$ cat src/rtl/scanline_gen.sv
`default_nettype none
// ============================================================================
// Module   : scanline_gen
// Purpose  : Row/column scanline overlay on the scanconverter pixel stream.
//            Darkens pixels by a 4-bit strength, with a fixed 3-cycle latency.
//            Optional macro SCANLINE_ALT_FIELD_EN enables the alternating-field
//            row phase shift.
// Revision : 1.0 - initial release
// ============================================================================
module scanline_gen #(
    parameter int LATENCY = 3
) (
    input  logic        PCLK_i,
    input  logic        reset,
    input  logic [7:0]  R_i,
    input  logic [7:0]  G_i,
    input  logic [7:0]  B_i,
    input  logic        HSYNC_i,
    input  logic        VSYNC_i,
    input  logic        DE_i,
    input  logic [10:0] xpos_i,
    input  logic [10:0] ypos_i,
    input  logic [31:0] sl_config,
    input  logic [31:0] sl_config2,
    output logic [7:0]  R_o,
    output logic [7:0]  G_o,
    output logic [7:0]  B_o,
    output logic        HSYNC_o,
    output logic        VSYNC_o,
    output logic        DE_o,
    output logic [10:0] xpos_o,
    output logic [10:0] ypos_o
);

    localparam logic [24:0] c_ctl_reset = {1'b1, 1'b1, 1'b0, 22'd0};

    logic        r_vs_prev;
    logic        r_de_prev;
    logic [10:0] r_last_ypos;
    logic [2:0]  r_row_phase;
    logic [2:0]  r_col_phase;
    logic [18:0] r_sh_row;
    logic [18:0] r_sh_col;

    logic        w_vs_fall;
    logic        w_line_start;
    logic        w_field;
    logic [2:0]  w_row_load;
    logic [2:0]  w_row_next;
    logic [2:0]  w_col_next;
    logic        w_row_hit;
    logic        w_col_hit;
    logic [3:0]  w_str;
    logic        w_unused_cfg;

    logic        r_s1_hit;
    logic [3:0]  r_s1_str;
    logic [23:0] r_s1_pix;
    logic [4:0]  w_s1_mult;
    logic        r_s2_hit;
    logic [23:0] r_s2_pix;
    logic [8:0]  r_s2_dark [3];
    logic [23:0] r_out_pix;
    logic [24:0] r_ctl [LATENCY];

    function automatic logic [2:0] f_reduce(input logic [2:0] v, input logic [2:0] pm1);
        return (v > pm1) ? (v - pm1 - 3'd1) : v;
    endfunction

    function automatic logic [2:0] f_advance(input logic [2:0] v, input logic [2:0] pm1);
        return (v >= pm1) ? 3'd0 : (v + 3'd1);
    endfunction

    assign w_vs_fall    = r_vs_prev & ~VSYNC_i;
    assign w_line_start = DE_i & ~r_de_prev;

`ifdef SCANLINE_ALT_FIELD_EN
    logic r_sh_alt;
    logic r_field;

    // Toggle decision uses the shadow ALT bit held before this VSYNC edge.
    always_ff @(posedge PCLK_i) begin
        if (reset) begin
            r_sh_alt <= 1'b0;
            r_field  <= 1'b0;
        end else begin
            if (w_vs_fall) begin
                r_sh_alt <= sl_config2[19];
            end
            if (!r_sh_alt) begin
                r_field <= 1'b0;
            end else if (w_vs_fall) begin
                r_field <= ~r_field;
            end
        end
    end

    assign w_field      = r_field;
    assign w_unused_cfg = ^{sl_config[31:19], sl_config2[31:20]};
`else
    assign w_field      = 1'b0;
    assign w_unused_cfg = ^{sl_config[31:19], sl_config2[31:19]};
`endif

    // Hits use the phase this pixel lands on, i.e. the counters' next state.
    always_comb begin
        w_row_load = f_reduce(r_sh_row[17:15], r_sh_row[14:12]);
        if (w_field) begin
            w_row_load = f_advance(w_row_load, r_sh_row[14:12]);
        end

        w_row_next = r_row_phase;
        if (w_line_start) begin
            if (ypos_i == 11'd0) begin
                w_row_next = w_row_load;
            end else if (ypos_i != r_last_ypos) begin
                w_row_next = f_advance(r_row_phase, r_sh_row[14:12]);
            end
        end

        w_col_next = r_col_phase;
        if (DE_i) begin
            if (xpos_i == 11'd0) begin
                w_col_next = f_reduce(r_sh_col[17:15], r_sh_col[14:12]);
            end else begin
                w_col_next = f_advance(r_col_phase, r_sh_col[14:12]);
            end
        end

        w_row_hit = DE_i & r_sh_row[18] & r_sh_row[4 + w_row_next];
        w_col_hit = DE_i & r_sh_col[18] & r_sh_col[4 + w_col_next];

        w_str = 4'd0;
        if (w_row_hit) begin
            w_str = r_sh_row[3:0];
        end
        if (w_col_hit && (!w_row_hit || (r_sh_col[3:0] > r_sh_row[3:0]))) begin
            w_str = r_sh_col[3:0];
        end
    end

    always_ff @(posedge PCLK_i) begin
        if (reset) begin
            r_vs_prev   <= 1'b1;
            r_de_prev   <= 1'b0;
            r_last_ypos <= 11'd0;
            r_row_phase <= 3'd0;
            r_col_phase <= 3'd0;
            r_sh_row    <= 19'd0;
            r_sh_col    <= 19'd0;
        end else begin
            r_vs_prev   <= VSYNC_i;
            r_de_prev   <= DE_i;
            r_row_phase <= w_row_next;
            r_col_phase <= w_col_next;
            if (w_line_start) begin
                r_last_ypos <= ypos_i;
            end
            if (w_vs_fall) begin
                r_sh_row <= sl_config[18:0];
                r_sh_col <= sl_config2[18:0];
            end
        end
    end

    assign w_s1_mult = {1'b0, r_s1_str} + 5'd1;

    // Stage 2 keeps only prod[12:4]; prod never exceeds 16*in, so in - that is >= 0.
    always_ff @(posedge PCLK_i) begin
        if (reset) begin
            r_s1_hit  <= 1'b0;
            r_s1_str  <= 4'd0;
            r_s1_pix  <= 24'd0;
            r_s2_hit  <= 1'b0;
            r_s2_pix  <= 24'd0;
            r_out_pix <= 24'd0;
            for (int c = 0; c < 3; c++) begin
                r_s2_dark[c] <= 9'd0;
            end
            for (int i = 0; i < LATENCY; i++) begin
                r_ctl[i] <= c_ctl_reset;
            end
        end else begin
            r_s1_hit <= w_row_hit | w_col_hit;
            r_s1_str <= w_str;
            r_s1_pix <= {R_i, G_i, B_i};
            r_s2_hit <= r_s1_hit;
            r_s2_pix <= r_s1_pix;
            for (int c = 0; c < 3; c++) begin
                r_s2_dark[c] <= 9'(({5'd0, r_s1_pix[c*8 +: 8]} * {8'd0, w_s1_mult}) >> 4);
                r_out_pix[c*8 +: 8] <= r_s2_hit ?
                    8'({1'b0, r_s2_pix[c*8 +: 8]} - r_s2_dark[c]) : r_s2_pix[c*8 +: 8];
            end
            r_ctl[0] <= {HSYNC_i, VSYNC_i, DE_i, xpos_i, ypos_i};
            for (int i = 1; i < LATENCY; i++) begin
                r_ctl[i] <= r_ctl[i-1];
            end
        end
    end

    assign R_o = r_out_pix[23:16];
    assign G_o = r_out_pix[15:8];
    assign B_o = r_out_pix[7:0];
    assign {HSYNC_o, VSYNC_o, DE_o, xpos_o, ypos_o} = r_ctl[LATENCY-1];

endmodule
`default_nettype wire
$ cat config.mk
export PLATFORM = sky130hd
export DESIGN_NAME = scanline_gen
export DESIGN_NICKNAME = d
export VERILOG_FILES = /design/src/rtl/scanline_gen.sv
export SDC_FILE = /design/constraint.sdc
export NUM_CORES = 1
export LEC_CHECK = 0
export ABC_AREA = 1
export BUFFER_PORTS_ARGS = -buffer_cell sky130_fd_sc_hd__buf_2
export CORE_MARGIN = 5
export CORE_UTILIZATION = 47
export CTS_CLUSTER_SIZE = 8
export DETAILED_ROUTE_END_ITERATION = 10
export HOLD_SLACK_MARGIN = 0.05
export PLACE_DENSITY_LB_ADDON = 0.05
export SETUP_SLACK_MARGIN = 0.2
export SLEW_MARGIN = 20
export SYNTH_ARGS = -nofsm -noshare
export SYNTH_HDL_FRONTEND = slang
export SYNTH_SLANG_ARGS = --single-unit
$ cat constraint.sdc
create_clock -name PCLK_i -period 5.5 [get_ports PCLK_i]
set_input_delay 0.825 -clock PCLK_i [delete_from_list [all_inputs] [get_ports PCLK_i]]
set_output_delay 0.825 -clock PCLK_i [all_outputs]
set_load 0.03 [all_outputs]
Yosys cells after proc, flatten, opt, wreduce, memory -nomap -nowiden
Memory sizes are Yosys's and may differ from the RTL's.
Index checks and enable logic that the tools add are counted.

operators by class
  bitwise gates (word level) = 15
  multiplexer cells = 27
  reduce and logical (&&, ||, !) cells = 5
  multiply operators = 3
  eq/ne operators = 1
  $lt $le $gt $ge = 7
  add/subtract/negate cells = 12

operator list
  cell                                                         number
  2-to-1 mux 25 bit                                            3
  multiplier 8 x 5 -> 13 bit                                   3
  2-to-1 mux 3 bit                                             9
  2-to-1 mux 9 bit                                             3
  2-to-1 mux 8 bit                                             3
  subtractor 8 bit                                             3
  logical NOT 11 bit                                           2
  less-than comparator 4 x 6 -> 1 bit (second input constant)  2
  inequality test 11 bit                                       1
  binary-select mux 1 bit (select 5 bit)                       2
  adder 3 x 3 -> 4 bit (first input constant)                  2
  2-to-1 mux 4 bit                                             2
  OR 1 bit                                                     7
  adder 3 x 1 -> 3 bit (second input constant)                 2
  bitwise AND 1 bit                                            6
  >= comparator 3 bit                                          2
  > comparator 3 bit                                           2
  subtractor 3 x 1 -> 3 bit (second input constant)            2
  subtractor 3 bit                                             2
  adder 4 x 1 -> 5 bit (second input constant)                 1
  2-to-1 mux 1 bit                                             5
  > comparator 4 bit                                           1
  NOT 1 bit                                                    2
  logical AND 1 bit                                            1
  other kinds (2)                                              2

word-level totals
  register bits after elaboration = 135
  logic and storage cells = 85
  memories = 2
  RAM bits = 102
  output and inout port bits = 49
  bits of input ports = 115

memories
  memory     depth  width  read ports  clocked after Yosys merged registers in  write ports  line  text
  r_ctl      3      25     3           0                                        3            64    logic [24:0] r_ctl [LATENCY];
  r_s2_dark  3      9      3           0                                        3            62    logic [8:0] r_s2_dark [3];

Logic depth before layout (Yosys ltp)
Gate-level depths: netlist of run 1.

  word-level depth = 13
  depth in mapped cells = 25
  gate-level depth less buffers = 25

Worst setup path before layout of run 1
No wires, ideal clock.

  kind = register to register
  from = reg r_s1_str[0]
  to = mem r_s2_dark[2][6] (netlist: r_s2_dark[0][24])
  buffers on the path = 2
  stages on the path, launching flop included = 23
  arrival time = 4.592 ns
  path slack = 0.850 ns
  library setup time = 0.058 ns
  clock period less this slack = 4.650 ns
  required time = 5.442 ns
  cell sequence = dfxtp_1 > buf_4 > nand3_1 > xor2_1 > inv_1 > clkbuf_1 > nor2_1 > fa_1 > fa_1 > inv_1 > fa_1 > inv_1 > ha_1 > nand2_1 > nor2_1 > a211oi_1 > o31ai_1 > a21o_1 > nand2_1 > nand2_1 > a21o_1 > a21oi_1 > o21a_1

RTL lines
  what                      line  text
  start: declaration        57    logic [3:0] r_s1_str;
  start signal: assignment  185   r_s1_str <= w_str;
  end: declaration          62

==> results of run 1 <==
[sequential cells by signal, indices dropped and copies added (netlist names)]
name / flops
r_sh_col: 19
r_col_phase: 3
r_out_pix: 24
r_ctl: 75
r_s2_pix: 24
r_s2_hit: 1
r_s1_str: 4
r_sh_row: 19
r_s1_pix: 24
r_row_phase: 3
r_s2_dark: 24
r_s1_hit: 1
r_last_ypos: 11
[routing by layer]
layer	track usage, %	up-vias	wire (µm)
li1	-	5077	-
met1	24.4	4270	12500
met2	28.4	180	11200
met3	3.16	43	1380
met4	5.06	0	597
met5	0	-	0
[metrics by stage]
step / cell area, µm² / setup WS, ns
floorplan: 12400 / 0.850
CTS: 14100 / 0.578
detailed placement: 13200 / 0.579
global route: 14100 / 0.366
finish: 14100 / 0.725
global placement: 13200 / 0.661
[critical path, stage by stage, from the launching register on]
cell	delay (ns)
dfxtp_2	0.47
ha_1	0.21
nand2_1	0.07
nor2_1	0.22
inv_1	0.19
nor2_1	0.18
fa_1	0.45
fa_1	0.55
inv_1	0.06
fa_1	0.53
inv_1	0.04
ha_1	0.33
nand2_1	0.13
nor2_1	0.06
a211oi_1	0.30
o31ai_1	0.18
a21o_1	0.20
nand2_1	0.06
nand2_1	0.07
a21o_1	0.17
a21oi_1	0.13
o21a_1	0.13
[final cells by class]
class	instances	share of cell area (%)
clock buffers	34	6.02
clock inverters	3	0.442
inverters	335	8.90
multi-input cells	964	43.3
flip-flops and latches	232	32.9
well taps	335	2.96
repair buffers	149	5.50
[Yosys cell counts (3+ instances only)]
| library cell | n |
|---|---|
| inv_1 | 319 |
| nor2_1 | 266 |
| dfxtp_1 | 232 |
| nand2_1 | 188 |
| o21ai_0 | 107 |
| a21oi_1 | 96 |
| ha_1 | 96 |
| fa_1 | 53 |
| clkbuf_1 | 44 |
| nand3_1 | 39 |
| buf_4 | 25 |
| xor2_1 | 20 |
| inv_2 | 13 |
| xnor2_1 | 13 |
| a21o_1 | 10 |
| nand4_1 | 9 |
| nand2_2 | 8 |
| nand3_2 | 6 |
| nor2_2 | 6 |
| nor3_1 | 5 |
| o21bai_1 | 5 |
| or2_2 | 5 |
| o21ai_1 | 4 |
| o21ai_2 | 4 |
| a211oi_1 | 3 |
| nor2_4 | 3 |
[power breakdown]
part	internal, µW	leakage (µW)	total [µW]	switching, µW
clock	1100	0.000444	1810	710
sequential	1770	0.00191	1810	44.4
combinational	187	0.00495	504	317
total	3050	0.00731	4130	1070
[how the worst min path moves through the flow]
stage,from,endpoint,slack (ns),depth (start not counted)
floorplan,r_ctl[0][0],r_ctl[0][25],0.39,2
CTS,r_ctl[0][1],r_ctl[0][26],0.39,2
global placement,r_s1_hit,r_s2_hit,0.39,2
finish,r_ctl[0][1],r_ctl[0][26],0.40,2
global route,r_ctl[0][38],r_ctl[0][63],0.41,2
detailed placement,r_s1_hit,r_s2_hit,0.39,2
[kinds of logic (layout without fill, tap and decap cells)]
kind of cell	count (synthesis)	after routing	share of synthesized area, %
flip-flops	232	232	37.5
buffers and inverters	404	521	13.0
AND/OR/NAND/NOR	541	541	18.2
XOR/XNOR	33	33	2.33
adder cells (fa/ha/maj)	149	149	18.3
AO/OA/AOI/OAI	241	241	10.7
==> metrics.txt, run 1 <==
status=finished, final reports clean; Clock H-tree levels=2; die area=29700 µm²; Clk Latency, worst-skew pair=0.51 ns; detail-routed net length per standard cell=12.5 µm; area fraction of the dominant cell type after synthesis=37.5%; register-to-register path setup slack=0.72 ns; effective utilization at floorplan=47.7%; Clock Skew=0.0141 ns; clock tree from TritonCTS=built; Initial DRT Pass Iterations=4; most frequent cells in the layout=inv_1, nor2_1, dfxtp_1; number of top-level pins=164; Routed Wire Length=25700 µm; setup repair after global routing missed its margin=no; Area contributors post-synth=dfxtp_1, ha_1, inv_1; chip height=172 µm; vias after detailed routing=9570; most common cell after layout, fill and taps aside=inv_1; Final Total Pwr=4130 µW; number of pins with negative max-slew slack in the final report=0; cell chosen for the clock root=clkbuf_16; Port Buffer Count=137; vias in the first global route=9264; kind of start point of the critical path=register; Overall Global Routing Usage=17.6%; # hold bufs at CTS=0; mean area per synthesized cell=7.74 µm²; time the final worst path needs with I/O delays and setup=4.78 ns; hold crit path type=register to register; critical path launch point=r_s1_str[0]; slew at the pin closest to its max-slew limit=0.978 ns; antenna fix cells=0; synthesis warning total=0; fraction of layout instances using a drive strength above 1=14.1%; largest fanout on the critical path=9; WP data required=5.95 ns; first-pass GRT wire length=43200 µm; number of clock sinks seen by CTS=232; top_reg_cell synth=dfxtp_1; Seq cells post-synth=232; buffers from clock root to sink, at most=3; number of antenna-violating nets in the routed design=0; number of hold violations in the final report=0; number of endpoints failing setup at the final stage=0; area occupied by multi-input gates=6130 µm²; cell area power density=292 nW/µm²; CP endpoint=r_s2_dark[0][24]; Post-CTS Resized=0; worst-case headroom to the max-slew limit=34.8%; post-CTS repair timing setup buffer count=0; Post-Layout Cell Count=2052; total area of sequential cells=4650 µm²; Num CTS Buffers=34; horizontal die dimension=172 µm; Synth Cell Area=12400 µm²; sequential area share after synthesis=37.5%; summed negative setup slack over all endpoints=0 ns; Gate Count Post-Synth=1600; detailed router's first-iteration violation count=448; filler cell count in the final layout=2512; number of enable flip-flop cells after synthesis=0; post-synthesis cell type with the largest combined area=dfxtp_1; number of antenna violations at the first check in global routing=0; Reg2Reg Capture Point=r_s2_dark[0][24]; count of nets after finishing=1980; worst hold-check slack=0.396 ns; reg2reg path depth=21; CORE AREA=26000 µm²; DR vias/cell=4.66; total placed cells including tap cells=2015; async set-reset flop share out of synthesis=0%; routability congestion estimate=0.805; share of the core filled with cells in the final layout=54.4%; startpoint of the worst register-to-register path=r_s1_str[0]; number of distinct standard cells referenced by the synthesized netlist=40; area added between synthesis and finish=14.2%; Rows=59; CTS clock-pin slew for the worst setup and hold paths=0.05 ns; worst setup path class=register to register; share of the cycle needed by the critical path after routing=86.8%; detailed placer's ending HPWL=19000 µm; Peak supply drop=0.204 mV; largest net degree at the start of global routing=91; static leakage=0.00731 µW; drt drc=0; number of nets produced by synthesis=1864; Arr. time, crit path=5.22 ns; max cap viols=0; global route overflow=0; endpoint type of the worst setup path=register; Fmax=0.209 GHz
Power figures use the tool's default switching activity.
==> run 2, diff against run 1 <==
Settings changed: CORE_ASPECT_RATIO set to 0.75, PLACE_DENSITY set to 0.67, PLACE_DENSITY_LB_ADDON 0.05 to unset.
==> run 2 against run 1 <==
  * Combinational power is 1% higher
  * Via count is 0.45% higher
  * Sequential power hardly changed
  * First-iteration DRC count is 26% higher
  * Maximum frequency is 1.7% lower
  * Utilization is 0.14 points higher
  * Critical path type unchanged
  * Critical endpoint unchanged
==> metrics.txt, run 2 (synthesis gave the netlist of run 1 again) <==
status=finished, final reports clean (unchanged); Peak supply drop=0.233 mV (was 0.204 mV); Arr. time, crit path=5.31 ns (was 5.22 ns); detail-routed net length per standard cell=13.0 µm (was 12.5 µm); buffers from clock root to sink, at most=3 (unchanged); Crit-path slowest cell=dfxtp_1 (was fa_1); count of nets after finishing=1979 (was 1980); vias after detailed routing=9613 (was 9570); largest net degree at the start of global routing=80 (was 91); number of hold violations in the final report=0 (unchanged); area added between synthesis and finish=14.4% (was 14.2%); largest fanout on the critical path=10 (was 9); number of endpoints failing setup at the final stage=0 (unchanged); worst setup path class=register to register (unchanged); Clock H-tree levels=2 (unchanged); routability congestion estimate=0.846 (was 0.805); number of pins with negative max-slew slack in the final report=0 (unchanged); most common cell after layout, fill and taps aside=inv_1 (unchanged); Initial DRT Pass Iterations=5 (was 4); chip height=151 µm (was 172 µm); cell area power density=296 nW/µm² (was 292 nW/µm²); static leakage=0.00731 µW (about the same); CORE AREA=26000 µm² (about the same); Num CTS Buffers=35 (was 34); die area=29700 µm² (about the same); detailed router's first-iteration violation count=563 (was 448); Clk Latency, worst-skew pair=0.51 ns (about the same); share of the core filled with cells in the final layout=54.6% (was 54.4%); Largest Register=r_ctl (unchanged); WP data required=5.95 ns (about the same); endpoint type of the worst setup path=register (unchanged); critical path, cell by cell=nand3_1 > xor2_1 > buf_4 > inv_1 > nor2_1 > fa_1 > fa_1 > inv_1 > fa_1 > inv_1 > ha_1 > nand2_1 > nor2_1 > a211oi_1 > o31ai_1 > a21o_1 > nand2_1 > nand2_1 > a21o_1 > a21oi_1 > o21a_1 (was ha_1 > nand2_1 > nor2_1 > inv_1 > nor2_1 > fa_1 > fa_1 > inv_1 > fa_1 > inv_1 > ha_1 > nand2_1 > nor2_1 > a211oi_1 > o31ai_1 > a21o_1 > nand2_1 > nand2_1 > a21o_1 > a21oi_1 > o21a_1); worst hold-check slack=0.398 ns (was 0.396 ns); first-pass GRT wire length=45100 µm (was 43200 µm); summed negative setup slack over all endpoints=0 ns (unchanged); kind of start point of the critical path=register (unchanged); Routed Wire Length=26800 µm (was 25700 µm); slew at the pin closest to its max-slew limit=1.07 ns (was 0.978 ns); number of antenna-violating nets in the routed design=0 (unchanged); share of the cycle needed by the critical path after routing=88.3% (was 86.8%); vias in the first global route=9303 (was 9264); time the final worst path needs with I/O delays and setup=4.86 ns (was 4.78 ns); register-to-register path setup slack=0.64 ns (was 0.72 ns); highest metal layer with signal wires=met4 (unchanged); most frequent cells in the layout=inv_1, nor2_1, dfxtp_1 (unchanged); DR vias/cell=4.66 (about the same); Met3 Routed Length=1780 µm (was 1380 µm); met1 layer wirelength in the final routing=14300 µm (was 12500 µm); horizontal die dimension=197 µm (was 172 µm); Overall Global Routing Usage=18.2% (was 17.6%); number of clock sinks seen by CTS=232 (unchanged); Clock Skew=0.0122 ns (was 0.0141 ns); fraction of layout instances using a drive strength above 1=14.0% (was 14.1%); CTS clock-pin slew for the worst setup and hold paths=0.05 ns (about the same); hold crit path type=register to register (unchanged); filler cell count in the final layout=2420 (was 2512); Slowest Stage Delay on Critical Path=0.57 ns (was 0.55 ns); met2 wirelength from detailed routing=10200 µm (was 11200 µm); max cap viols=0 (unchanged); Rows=51 (was 59); global route overflow=0 (unchanged); Port Buffer Count=137 (unchanged); Post-CTS Resized=0 (unchanged); drt drc=0 (unchanged); number of antenna violations at the first check in global routing=0 (unchanged); clock tree from TritonCTS=built (unchanged); effective utilization at floorplan=47.7% (about the same); detailed placer's ending HPWL=20300 µm (was 19000 µm); # hold bufs at CTS=0 (unchanged); flip-flop count of the largest register after layout=75 (unchanged); worst-case headroom to the max-slew limit=28.3% (was 34.8%); antenna fix cells=0 (unchanged); Fmax=0.206 GHz (was 0.209 GHz); post-CTS repair timing setup buffer count=0 (unchanged); setup repair after global routing missed its margin=no (unchanged); cell chosen for the clock root=clkbuf_16 (unchanged); number of top-level pins=164 (unchanged)
## run 2: layer usage
metal	global-route usage [%]	up-vias
met3	3.83	48
met1	28.9	4217
met5	0	-
met4	4.33	0
li1	-	5092
met2	24.8	256
## run 2: worst paths after layout
path	start	endpoint	cells past startpoint
worst max-delay path	r_s1_str[0]	r_s2_dark[0][24]	21
worst min-delay path	r_ctl[0][15]	r_ctl[0][40]	2
worst max register to register	r_s1_str[0]	r_s2_dark[0][24]	21
worst min register to register	r_ctl[0][15]	r_ctl[0][40]	2
## run 2: area by class of cell
| cell class | instances | area, µm² | share of cell area (%) |
|---|---|---|---|
| Tap cell | 344 | 430 | 3.04 |
| Timing Repair Buffer | 147 | 763 | 5.39 |
| Multi-Input combinational cell | 964 | 6130 | 43.2 |
| Sequential cell | 232 | 4640 | 32.8 |
| Clock inverter | 4 | 63.8 | 0.450 |
| Inverter | 335 | 1260 | 8.88 |
| Clock buffer | 37 | 883 | 6.23 |
## run 2: through the flow
| stage | setup slack (ns) | total power [µW] | instances | cell area [µm²] |
|---|---|---|---|---|
| 4_1_cts | 0.636 | 4250 | 2063 | 14200 |
| 5_1_grt | 0.341 | 4410 | 2063 | 14200 |
| 3_3_place_gp | 0.751 | 2340 | 2022 | 13200 |
| 6_report | 0.643 | 4190 | 2063 | 14200 |
| 3_5_place_dp | 0.662 | 2360 | 2022 | 13200 |
| 2_1_floorplan | 0.850 | 2220 | 1600 | 12400 |
## run 2: critical path: cells and delay by family, from the launching register on
kind / cells / cell delay (ns)
AO/OA/AOI/OAI: 6 / 1.05
XOR/XNOR: 1 / 0.17
adder cells (fa/ha/maj): 4 / 1.92
buffers and inverters: 4 / 0.53
flip-flops: 1 / 0.57
AND/OR/NAND/NOR: 6 / 0.57
## run 2: power breakdown
group	switching, µW	internal [µW]
logic	324	187
clock network	723	1140
registers	48.0	1770
total	1100	3090
==> run 3, diff against run 2 <==
Settings changed: BUFFER_PORTS_ARGS -buffer_cell sky130_fd_sc_hd__buf_2 to -buffer_cell sky130_fd_sc_hd__buf_4.
==> run 3 against run 2 <==
  * Non-clock buffer count rose by 1
  * Sequential power barely moved
  * Highest routed layer unchanged
  * Largest cell class unchanged
  * Hold slack got worse by 0.0011 ns
==> metrics.txt, run 3 (synthesis gave the netlist of run 1 again) <==
WP data required=5.94 ns (was 5.95 ns); buffers from clock root to sink, at most=3 (unchanged); Reg2Reg Capture Point=r_s2_dark[0][6] (was r_s2_dark[0][24]); clock tree from TritonCTS=built (unchanged); Clk Latency, worst-skew pair=0.51 ns (about the same); post-CTS repair timing setup buffer count=0 (unchanged); worst setup path class=register to register (unchanged); count of nets after finishing=1980 (was 1979); kind of start point of the critical path=register (unchanged); setup repair after global routing missed its margin=no (unchanged); hold crit path type=register to register (unchanged); effective utilization at floorplan=47.7% (unchanged); Arr. time, crit path=5.32 ns (was 5.31 ns); chip height=151 µm (unchanged); antenna fix cells=0 (unchanged); cell area power density=290 nW/µm² (was 296 nW/µm²); Initial DRT Pass Iterations=6 (was 5); switching share of power=25.8% (was 26.2%); reg2reg path depth=21 (unchanged); time the final worst path needs with I/O delays and setup=4.88 ns (was 4.86 ns); startpoint of the lowest-slack hold path=r_ctl[0][34] (was r_ctl[0][15]); number of hold violations in the final report=0 (unchanged); worst-case headroom to the max-slew limit=35.1% (was 28.3%); number of clock sinks seen by CTS=232 (unchanged); global route overflow=0 (unchanged); Post-CTS Resized=0 (unchanged); most frequent cells in the layout=inv_1, nor2_1, dfxtp_1 (unchanged); Internal Dissipation=3130 µW (was 3090 µW); number of top-level pins=164 (unchanged); final design area excluding fillers=14500 µm² (was 14200 µm²); Routed Wire Length=27200 µm (was 26800 µm); number of endpoints failing setup at the final stage=0 (unchanged); share of the cycle needed by the critical path after routing=88.8% (was 88.3%); largest net degree at the start of global routing=90 (was 80); number of antenna-violating nets in the routed design=0 (unchanged); first-pass GRT wire length=45900 µm (was 45100 µm); total area of sequential cells=4640 µm² (unchanged); area added between synthesis and finish=17.3% (was 14.4%); Clk network pwr share=44.2% (was 44.4%); Rows=51 (unchanged); Fmax=0.205 GHz (was 0.206 GHz); switching component of the power=1090 µW (was 1100 µW); Clock H-tree levels=2 (unchanged); status=finished, final reports clean (unchanged); filler cell count in the final layout=2399 (was 2420); Port Buffer Count=137 (unchanged); worst hold-check slack=0.397 ns (was 0.398 ns); fraction of layout instances using a drive strength above 1=14.1% (was 14.0%); routability congestion estimate=0.848 (was 0.846); register-to-register path setup slack=0.62 ns (was 0.64 ns); max cap viols=0 (unchanged); horizontal die dimension=197 µm (unchanged); slew at the pin closest to its max-slew limit=0.974 ns (was 1.07 ns); Min-Delay Endpoint=r_ctl[0][59] (was r_ctl[0][40]); vias after detailed routing=9703 (was 9613); largest fanout on the critical path=11 (was 10); static leakage=0.00740 µW (was 0.00731 µW); power share of the sequential group=43.1% (was 43.4%); Overall Global Routing Usage=18.5% (was 18.2%); endpoint type of the worst setup path=register (unchanged); standard cell area after detailed placement=13600 µm² (was 13200 µm²); Final Total Pwr=4220 µW (was 4190 µW); count of cells along the worst hold path=2 (unchanged); Clock Skew=0.0134 ns (was 0.0122 ns); CORE AREA=26000 µm² (unchanged); Largest Register=r_ctl (unchanged); summed negative setup slack over all endpoints=0 ns (unchanged); CTS clock-pin slew for the worst setup and hold paths=0.05 ns (about the same); Num CTS Buffers=35 (unchanged); most common cell after layout, fill and taps aside=inv_1 (unchanged); cell chosen for the clock root=clkbuf_16 (unchanged); flip-flop count of the largest register after layout=75 (unchanged); number of pins with negative max-slew slack in the final report=0 (unchanged); startpoint of the worst register-to-register path=r_s1_str[0] (unchanged); number of antenna violations at the first check in global routing=0 (unchanged); Logic pwr share=12.7% (was 12.2%); detailed placer's ending HPWL=20600 µm (was 20300 µm); # hold bufs at CTS=0 (unchanged); vias in the first global route=9465 (was 9303); drt drc=0 (unchanged); detailed router's first-iteration violation count=595 (was 563); Peak supply drop=0.215 mV (was 0.233 mV); DR vias/cell=4.70 (was 4.66); detail-routed net length per standard cell=13.2 µm (was 13.0 µm); area occupied by multi-input gates=6130 µm² (unchanged); die area=29700 µm² (unchanged)
[run 3: changes by cell type in the layout (fill, tap and decap cells not counted), sizes merged]
cell,previous run,this run
clkinvlp,0,1
clkinv,5,4
buf,147,148
[run 3: layout make-up]
cell class | instances | area share, %
timing repair buffer | 148 | 7.65
clock inverter | 4 | 0.431
inverter | 335 | 8.66
clock buffer | 37 | 6.15
tap | 344 | 2.96
multi-input combinational | 964 | 42.2
sequential | 232 | 32.0
[run 3: worst max-delay path by stage]
stage,from,to,cells past startpoint
after floorplan,r_s1_str[0],r_s2_dark[0][24],22
after global placement,r_s1_str[0],r_s2_dark[0][24],20
after detailed placement,r_s1_str[0],r_s2_dark[0][6],21
after CTS,r_s1_str[0],r_s2_dark[0][6],21
after global routing,r_s1_str[0],r_s2_dark[0][24],21
final,r_s1_str[0],r_s2_dark[0][6],21
[run 3: worst max-delay path: stages (launching register included)]
cell and delay (ns):
dfxtp_1 0.59, ha_1 0.26, nand2_1 0.08, nor2_1 0.15, buf_4 0.22, nand2_1 0.09
fa_1 0.55, fa_1 0.54, fa_1 0.54, inv_1 0.04, ha_1 0.33, a21oi_1 0.19
o21ai_1 0.12, a21o_1 0.18, nand2_1 0.07, inv_2 0.04, or2_1 0.23, a21o_1 0.19
nand3_1 0.07, nand2_1 0.07, a21oi_1 0.13, o21a_1 0.16
[run 3: power groups by stage]
stage | clock [µW] | combinational, µW | sequential [µW]
global route | 1990 | 614 | 1830
floorplan | 0 | 371 | 1850
global placement | 0 | 520 | 1850
detailed placement | 0 | 534 | 1850
finish | 1860 | 534 | 1820
CTS | 1930 | 537 | 1820
[run 3: stage by stage]
| step | instances | util [%] | setup slack (ns) |
|---|---|---|---|
| after floorplan | 1600 | - | 0.850 |
| after global placement | 2023 | 52.3 | 0.802 |
| after detailed placement | 2023 | 52.3 | 0.675 |
| after CTS | 2064 | 55.9 | 0.637 |
| after global routing | 2064 | 55.9 | 0.288 |
| final | 2064 | 55.9 | 0.619 |
[run 3: per-layer routing]
metal,track usage [%],routed length (µm),vias up
li1,-,-,5088
met1,28.9,14400,4311
met2,26.5,10600,265
met3,3.33,1770,39
met4,4.09,423,0
met5,0,0,-
